## src/rtl/pr_arb.sv

```systemverilog
// rtl/pr_arb.sv - CPU / front-panel arbiter and access sequencer for the P-R register port
module pr_arb #(
    parameter int STROB_LEN = 2,
    parameter int FP_STARVE = 8
) (
    input  logic        clk_sys,
    input  logic        _reset,
    input  logic        cpu_req,
    input  logic        cpu_wr,
    input  logic [2:0]  cpu_addr,
    input  logic [15:0] cpu_data,
    output logic        cpu_ack,
    input  logic        fp_req,
    input  logic        fp_wr,
    input  logic [2:0]  fp_addr,
    input  logic [15:0] fp_data,
    output logic        fp_ack,
    input  logic        fp_en,
    output logic [15:0] rdata,
    input  logic [15:0] l,
    output logic [15:0] w,
    output logic        ra,
    output logic        rb,
    output logic        rc,
    output logic        w_r,
    output logic        as2,
    output logic        strob1,
    output logic        blr,
    output logic        busy
);

    localparam logic [2:0] ST_IDLE   = 3'd0;
    localparam logic [2:0] ST_SETUP  = 3'd1;
    localparam logic [2:0] ST_STROBE = 3'd2;
    localparam logic [2:0] ST_HOLD   = 3'd3;
    localparam logic [2:0] ST_SAMPLE = 3'd4;
    localparam logic [2:0] ST_ACK    = 3'd5;

    localparam logic [3:0] STROB_LEN_L = 4'(STROB_LEN);
    localparam logic [7:0] FP_STARVE_L = 8'(FP_STARVE);

    logic [2:0]  state;
    logic        rst_done;
    logic        owner_fp;
    logic        lat_wr;
    logic [2:0]  lat_addr;
    logic [15:0] lat_data;
    logic [3:0]  strob_cnt;
    logic [7:0]  starve_cnt;
    logic [15:0] rdata_q;

    logic        fp_elig;
    logic        fp_win;
    logic        cpu_win;
    logic        xfer_phase;

    // Arbitration is held off for one edge after reset release so recovery is clean.
    assign fp_elig = fp_req & fp_en;
    assign fp_win  = rst_done & fp_elig & (~cpu_req | (starve_cnt >= FP_STARVE_L));
    assign cpu_win = rst_done & cpu_req & ~fp_win;

    always_ff @(posedge clk_sys or negedge _reset) begin
        if (!_reset) begin
            state      <= ST_IDLE;
            rst_done   <= 1'b0;
            owner_fp   <= 1'b0;
            lat_wr     <= 1'b0;
            lat_addr   <= 3'd0;
            lat_data   <= 16'h0000;
            strob_cnt  <= 4'd0;
            starve_cnt <= 8'd0;
            rdata_q    <= 16'h0000;
        end else begin
            rst_done <= 1'b1;
            case (state)
                ST_IDLE: begin
                    if (fp_win) begin
                        state      <= ST_SETUP;
                        owner_fp   <= 1'b1;
                        lat_wr     <= fp_wr;
                        lat_addr   <= fp_addr;
                        lat_data   <= fp_data;
                        starve_cnt <= 8'd0;
                    end else if (cpu_win) begin
                        state    <= ST_SETUP;
                        owner_fp <= 1'b0;
                        lat_wr   <= cpu_wr;
                        lat_addr <= cpu_addr;
                        lat_data <= cpu_data;
                        if (!fp_elig) begin
                            starve_cnt <= 8'd0;
                        end else if (starve_cnt != 8'hFF) begin
                            starve_cnt <= starve_cnt + 8'd1;
                        end
                    end else begin
                        starve_cnt <= 8'd0;
                    end
                end
                ST_SETUP: begin
                    if (lat_wr) begin
                        state     <= ST_STROBE;
                        strob_cnt <= STROB_LEN_L;
                    end else begin
                        state <= ST_SAMPLE;
                    end
                end
                ST_STROBE: begin
                    strob_cnt <= strob_cnt - 4'd1;
                    if (strob_cnt <= 4'd1) begin
                        state <= ST_HOLD;
                    end
                end
                ST_HOLD: begin
                    state <= ST_ACK;
                end
                ST_SAMPLE: begin
                    rdata_q <= l;
                    state   <= ST_ACK;
                end
                ST_ACK: begin
                    state <= ST_IDLE;
                end
                default: begin
                    state <= ST_IDLE;
                end
            endcase
        end
    end

    // Address, data and w_r are presented from SETUP until the ack cycle, then released.
    assign xfer_phase = (state == ST_SETUP) | (state == ST_STROBE) |
                        (state == ST_HOLD)  | (state == ST_SAMPLE);

    assign ra      = xfer_phase & lat_addr[0];
    assign rb      = xfer_phase & lat_addr[1];
    assign rc      = xfer_phase & lat_addr[2];
    assign w_r     = xfer_phase & lat_wr;
    assign w       = (xfer_phase & lat_wr) ? lat_data : 16'h0000;
    assign strob1  = (state == ST_STROBE);
    assign busy    = (state != ST_IDLE);
    assign blr     = busy & owner_fp;
    assign cpu_ack = (state == ST_ACK) & ~owner_fp;
    assign fp_ack  = (state == ST_ACK) & owner_fp;
    assign as2     = 1'b0;
    assign rdata   = rdata_q;

endmodule

```

## config.mk

```make
export PLATFORM = sky130hd
export DESIGN_NAME = pr_arb
export DESIGN_NICKNAME = d
export VERILOG_FILES = /design/src/rtl/pr_arb.sv
export SDC_FILE = /design/constraint.sdc
export NUM_CORES = 1
export LEC_CHECK = 0
export CAP_MARGIN = 20
export CORE_AREA = 2 2 80 82
export CTS_BUF_LIST = sky130_fd_sc_hd__clkbuf_8
export DETAILED_ROUTE_END_ITERATION = 16
export DIE_AREA = 0 0 82 84
export PLACE_DENSITY = 0.79
export SLEW_MARGIN = 15
export SYNTH_ARGS = -nofsm -noshare
export SYNTH_HDL_FRONTEND = slang
export SYNTH_SLANG_ARGS = --single-unit
```

## constraint.sdc

```tcl
create_clock -name clk_sys -period 2.2 [get_ports clk_sys]
set_input_delay 0.33 -clock clk_sys [delete_from_list [all_inputs] [get_ports clk_sys]]
set_output_delay 0.33 -clock clk_sys [all_outputs]
set_load 0.02 [all_outputs]
```

# Word-level counts from Yosys, hierarchy flattened
# Cells that the tools add are included.
# Widths: inputs -> output; s select.
dict set report word_totals {
  ff_bits 53
  in_bits 61
  word_cells 71
  out_inout_bits 42
}
dict set report op_classes {
  n_reduce_logical 9
  magnitude_cmp 2
  n_mux 20
  eq_ne 10
  addsub 2
  n_bitwise 19
}
# operator count
set op_table {}
lappend op_table {{$mux 16} 3}
lappend op_table {{$mux 8} 4}
lappend op_table {{$mux 3} 6}
lappend op_table {{$and 1x1->1} 12}
lappend op_table {{$pmux 3 s4} 1}
lappend op_table {{$add 8x1->8 const B} 1}
lappend op_table {{$ge 8x4->1 const B} 1}
lappend op_table {{$ne 8x8->1 const B} 1}
lappend op_table {{$pmux 4 s2} 1}
lappend op_table {{$reduce_and 2->1} 4}
lappend op_table {{$eq 3x2->1 const B} 2}
lappend op_table {{$eq 3x3->1 const B} 2}
lappend op_table {{$le 4x1->1 const B} 1}
lappend op_table {{$mux 1} 4}
lappend op_table {{$mux 4} 1}
lappend op_table {{$ne 4x3->1 const B} 1}
lappend op_table {{$or 1x1->1} 4}
lappend op_table {{$reduce_bool 2->1} 2}
lappend op_table {{$sub 4x1->4 const B} 1}
lappend op_table {{$eq 3x1->1 const B} 1}
lappend op_table {{$logic_not 3->1} 1}
lappend op_table {{$ne 3x3->1 const B} 1}
lappend op_table {{$not 1->1} 3}
lappend op_table {{$reduce_bool 3->1} 1}
lappend op_table {{other kinds (3)} 3}

# Depth between registers and ports, before layout
dict set report depth {
  word_depth 8
  depth_mapped 7
  ltp_nobuf 6
}

# Worst setup path after synthesis
# Ideal clock, no wire load.
dict set report synth_timing {
  path_kind {reg2reg}
  startpoint {reg starve_cnt[7]}
  endpoint {reg lat_data[10]}
  setup_ps 123
  path_stages_with_launch 6
  t_arrival_ps 1567
  setup_slack_ps 510
  path_buffers 1
  path_cell_list {dfrtp_1 > or4_4 > o21ai_4 > buf_6 > mux2i_1 > a21oi_2}
}
dict set report synth_between {
  elab_chain_cells 7
}
# element line
set synth_rtl {}
lappend synth_rtl {{from (decl)} 49} ;# logic [7:0] starve_cnt;
lappend synth_rtl {{from (signal assigned)} 93} ;# starve_cnt <= starve_cnt + 8'd1;
lappend synth_rtl {{$ge 8x4->1 *} 59} ;# assign fp_win = rst_done & fp_elig & (~cpu_req | (starve_cnt >= FP_STARVE_L));
lappend synth_rtl {{$or 1x1->1 *} 59}
lappend synth_rtl {{$and 1x1->1 *} 59}
lappend synth_rtl {{$not 1->1} 60} ;# assign cpu_win = rst_done & cpu_req & ~fp_win;
lappend synth_rtl {{$and 1x1->1} 60}
lappend synth_rtl {{$reduce_bool 2->1 (no source line)} --}
lappend synth_rtl {{$reduce_and 2->1 (no source line)} --}
lappend synth_rtl {{to (signal assigned)} 82} ;# lat_data <= fp_data;
lappend synth_rtl {{to (signal assigned)} 89} ;# lat_data <= cpu_data;
lappend synth_rtl {{to (decl)} 47} ;# logic [15:0] lat_data;
# Mark *: on every way between the ends. The rest lies on a longest branch, timed or not.
# A chain may end at the register's enable or synchronous reset.

# Final worst setup path
dict set report layout_timing {
  startpoint {reg state[2]}
  endpoint {out cpu_ack}
}
dict set report layout_between {
  elab_chain_cells 2
}
# element line
set layout_rtl {}
lappend layout_rtl {{from (decl)} 42} ;# logic [2:0] state;
lappend layout_rtl {{from (signal assigned)} 64} ;# state <= ST_IDLE;
lappend layout_rtl {{from (signal assigned)} 78} ;# state <= ST_SETUP;
lappend layout_rtl {{from (signal assigned)} 85} ;# state <= ST_SETUP;
lappend layout_rtl {{$eq 3x3->1} 142} ;# assign cpu_ack = (state == ST_ACK) & ~owner_fp;
lappend layout_rtl {{$and 1x1->1} 142}
lappend layout_rtl {{to (decl)} 12} ;# output logic cpu_ack,
# No other way between the ends.

==> impl_metrics.py <==
metrics = {
    "outcome": {
        "status": "complete, no violations",
    },
    "clocking": {
        "clock_latency_ns": 0.30,
        "cts_root_buf": "clkbuf_8",
        "cts.sinks": 53,
        "clk_path_buf_depth": 2,
        "cts_tree": "done",
        "cts_buffers": 5,
        "htree_levels": 2,
        "clkTransAtPathRegs_ns": 0.10,
    },
    "floorplanning": {
        "chipWidth_um": 82,
        "ioPinCount": 103,
        "coreArea_um2": 6096,
        "die_area_um2": 6888,
        "start_util": 0.4337,
        "rows": 29,
        "dieHeight_um": 84,
    },
    "routing": {
        "drc": 0,
        "via_per_inst": 4.867,
        "routedWlPerCell_um": 13.87,
        "finalWirelength_um": 5825,
        "dr.pass1.iters": 4,
        "vias": 2044,
        "ant_nets": 0,
        "drt_iter0_drc": 90,
    },
    "placement": {
        "post-place-ws_ns": 0.1701,
        "place_hpwl_um": 4352,
        "gp_congestion": 0.8017,
        "portBuffers": 101,
    },
    "critical_path": {
        "r2r-start": "starve_cnt[6]",
        "critPathCaptureType": "output pin",
        "cp-endpoint": "cpu_ack",
        "required_ns": 1.87,
        "worstSetupPathType": "register to output pin",
        "worstSetupStartpoint": "state[2]",
        "reg2reg_depth": 5,
        "r2r_slack_ns": 0.43,
        "r2r-end": "lat_addr[0]",
        "worstSetupStartpointType": "register",
        "critPathMaxFanout": 9,
        "cp_data_arrival_time_ns": 1.76,
    },
    "timing": {
        "fmax_ghz": 0.4792,
        "rsz0062_at_grt": "no",
        "setup_violations": 0,
        "hold_viol_final": 0,
        "finalCritPeriodShare": 0.9485,
        "setup_ws_ns": 0.1133,
        "worst_pin_slew_ns": 0.6672,
        "drv_slew": 0,
        "finalSetupTns_ns": 0,
        "period_needed_ns": 2.087,
        "slew-limit-headroom": 0.5552,
        "clock_skew_ns": 0.01094,
    },
    "power_and_ir_drop": {
        "p_per_area_nw_per_um2": 1277,
        "power.total_w": 0.004895,
        "leakage_nw": 1.845,
        "peakVddDrop_v": 0.0006019,
    },
    "global_routing": {
        "grt.overflow.total": 0,
        "track_usage": 0.1764,
        "grt_max_degree": 54,
        "grt_pass1_vias": 2131,
        "grt_pass1_wl_um": 9515,
        "antenna_found_initial": 0,
    },
    "logic_synthesis": {
        "synth.top_cell.area_share": 0.5017,
        "synth_seq_cells": 53,
        "async_reset_ff_frac": 1.000,
        "synth_area_leaders": "dfrtp_1, mux2i_1, mux2_2, a21oi_2, nor2_1",
        "seq_area_frac_synth": 0.5017,
        "syn-num-nets": 304,
        "ys.flop_type": "dfrtp_1",
        "avgSynthCellArea_um2": 11.06,
        "synth_area_um2": 2644,
        "synthCells": 239,
        "yosys.area.top_type": "dfrtp_1",
        "synth_warnings": 0,
        "synth_enable_flop_cells": 0,
        "synthDistinctLibCells": 41,
    },
    "cells_and_area": {
        "layout.nets": 407,
        "utilization": 0.6289,
        "fillCellCount": 523,
        "layout-drive-gt1-share": 0.1633,
        "diodes": 0,
        "area_delta_synth_final_pct": 45.01,
    },
    "min_path": {
        "hp-class": "primary input to asynchronous set/reset pin",
    },
    "job": {
        "maxCapViolCount": 0,
    },
}
==> stage by stage <==
stage / hold slack [ns] / instance area [um^2] / std cells
2_1_floorplan: 0.03441 / 2644 / 239
3_3_place_gp: 0.4890 / 3759 / 412
3_5_place_dp: 0.4950 / 3759 / 412
4_1_cts: 0.1589 / 3829 / 420
5_1_grt: 0.1791 / 3834 / 420
6_report: 0.1421 / 3834 / 420
==> where the power goes <==
group / switching [W] / internal (W) / total, W / leakage, nW
clock: 0.000329 / 0.000233 / 0.000562 / 0.0487
combinational: 0.00140 / 0.00130 / 0.00270 / 1.16
sequential: 0.000257 / 0.00137 / 0.00163 / 0.634
==> worst max-delay path, stage by stage (launching register included) <==
cell,delay [ns]
dfrtp_1,0.38
buf_4,0.18
nor4bb_1,0.27
clkdlybuf4s50_1,0.64
==> final cells by class <==
| cell class | instances | area, um^2 | share of cell area |
|---|---|---|---|
| Clock buffer | 5 | 68.82 | 0.01795 |
| Tap cell | 77 | 96.34 | 0.02513 |
| Inverter | 9 | 33.78 | 0.008812 |
| Sequential cell | 53 | 1326 | 0.3460 |
| Multi-Input combinational cell | 163 | 1191 | 0.3107 |
| Clock inverter | 3 | 26.28 | 0.006854 |
| Timing Repair Buffer | 110 | 1091 | 0.2846 |
==> cells by family after synthesis <==
| group | Yosys count | share of synthesized area |
|---|---|---|
| compound gates | 39 | 0.1107 |
| xor+xnor | 4 | 0.01325 |
| fa+ha+maj | 4 | 0.01893 |
| buf+inv | 23 | 0.04780 |
| flops | 53 | 0.5017 |
| mux | 36 | 0.1439 |
| other cells | 2 | 0.002841 |
| simple gates | 78 | 0.1609 |
==> per-layer routing <==
layer  up-vias  GRT usage  share of wire
li1       1031          -              -
met1       955     0.2160           0.42
met3         6    0.04654          0.053
met5         -          0              0
met2        52     0.3052           0.51
met4         0    0.04091          0.011
==> synth_stat cells (2+ instances only) <==
master / count
buf_2: 4
nor2b_1: 2
ha_1: 4
nand2_1: 8
a21oi_1: 5
buf_4: 4
nor3_1: 2
a21oi_2: 17
clkbuf_1: 3
a31oi_1: 3
nor2_1: 31
and2_1: 5
inv_1: 8
conb_1: 2
mux2i_1: 20
xnor2_1: 3
o21ai_0: 6
mux2_2: 16
and3_1: 18
nand4_1: 2
a41oi_1: 2
dfrtp_1: 53
nand2b_1: 2
o22ai_1: 2
==> state kept, by name, indices dropped and copies added, names as in the netlist <==
| signal | flops |
|---|---|
| lat_data | 16 |
| state | 3 |
| strob_cnt | 4 |
| starve_cnt | 8 |
| lat_addr | 3 |
| lat_wr | 1 |
| rst_done | 1 |
| rdata | 16 |
| owner_fp | 1 |
==> cell usage in the layout, fill, tap and decap left out, types with 8 or more instances in the layout <==
master	instances
clkdlybuf4s50_1	78
nand2_1	8
mux2i_1	20
nor2_1	31
mux2_2	16
a21oi_2	17
and3_1	18
inv_1	8
dlygate4sd2_1	20
dfrtp_1	53
==> how the worst min path moves through the flow <==
stage,startpoint,to,slack (ns),depth (start not counted)
after floorplan,_reset,lat_addr[0],0.03,0
after global placement,rdata[10],rdata[10],0.49,1
after detailed placement,_reset,lat_data[5],0.50,2
after CTS,_reset,lat_data[15],0.16,2
after global routing,_reset,strob_cnt[2],0.18,2
final,_reset,lat_data[2],0.14,2
==> timing repair <==
item | in CTS | in global routing
setup buffers | 0 | 0
resized for setup | 20 | 2
setup endpoints to repair | 20 | 2
hold buffers | 0 | 0
hold endpoints to repair | 0 | 0
gates cloned | 0 | 0
No activity file was read; power rests on OpenSTA's default activity.
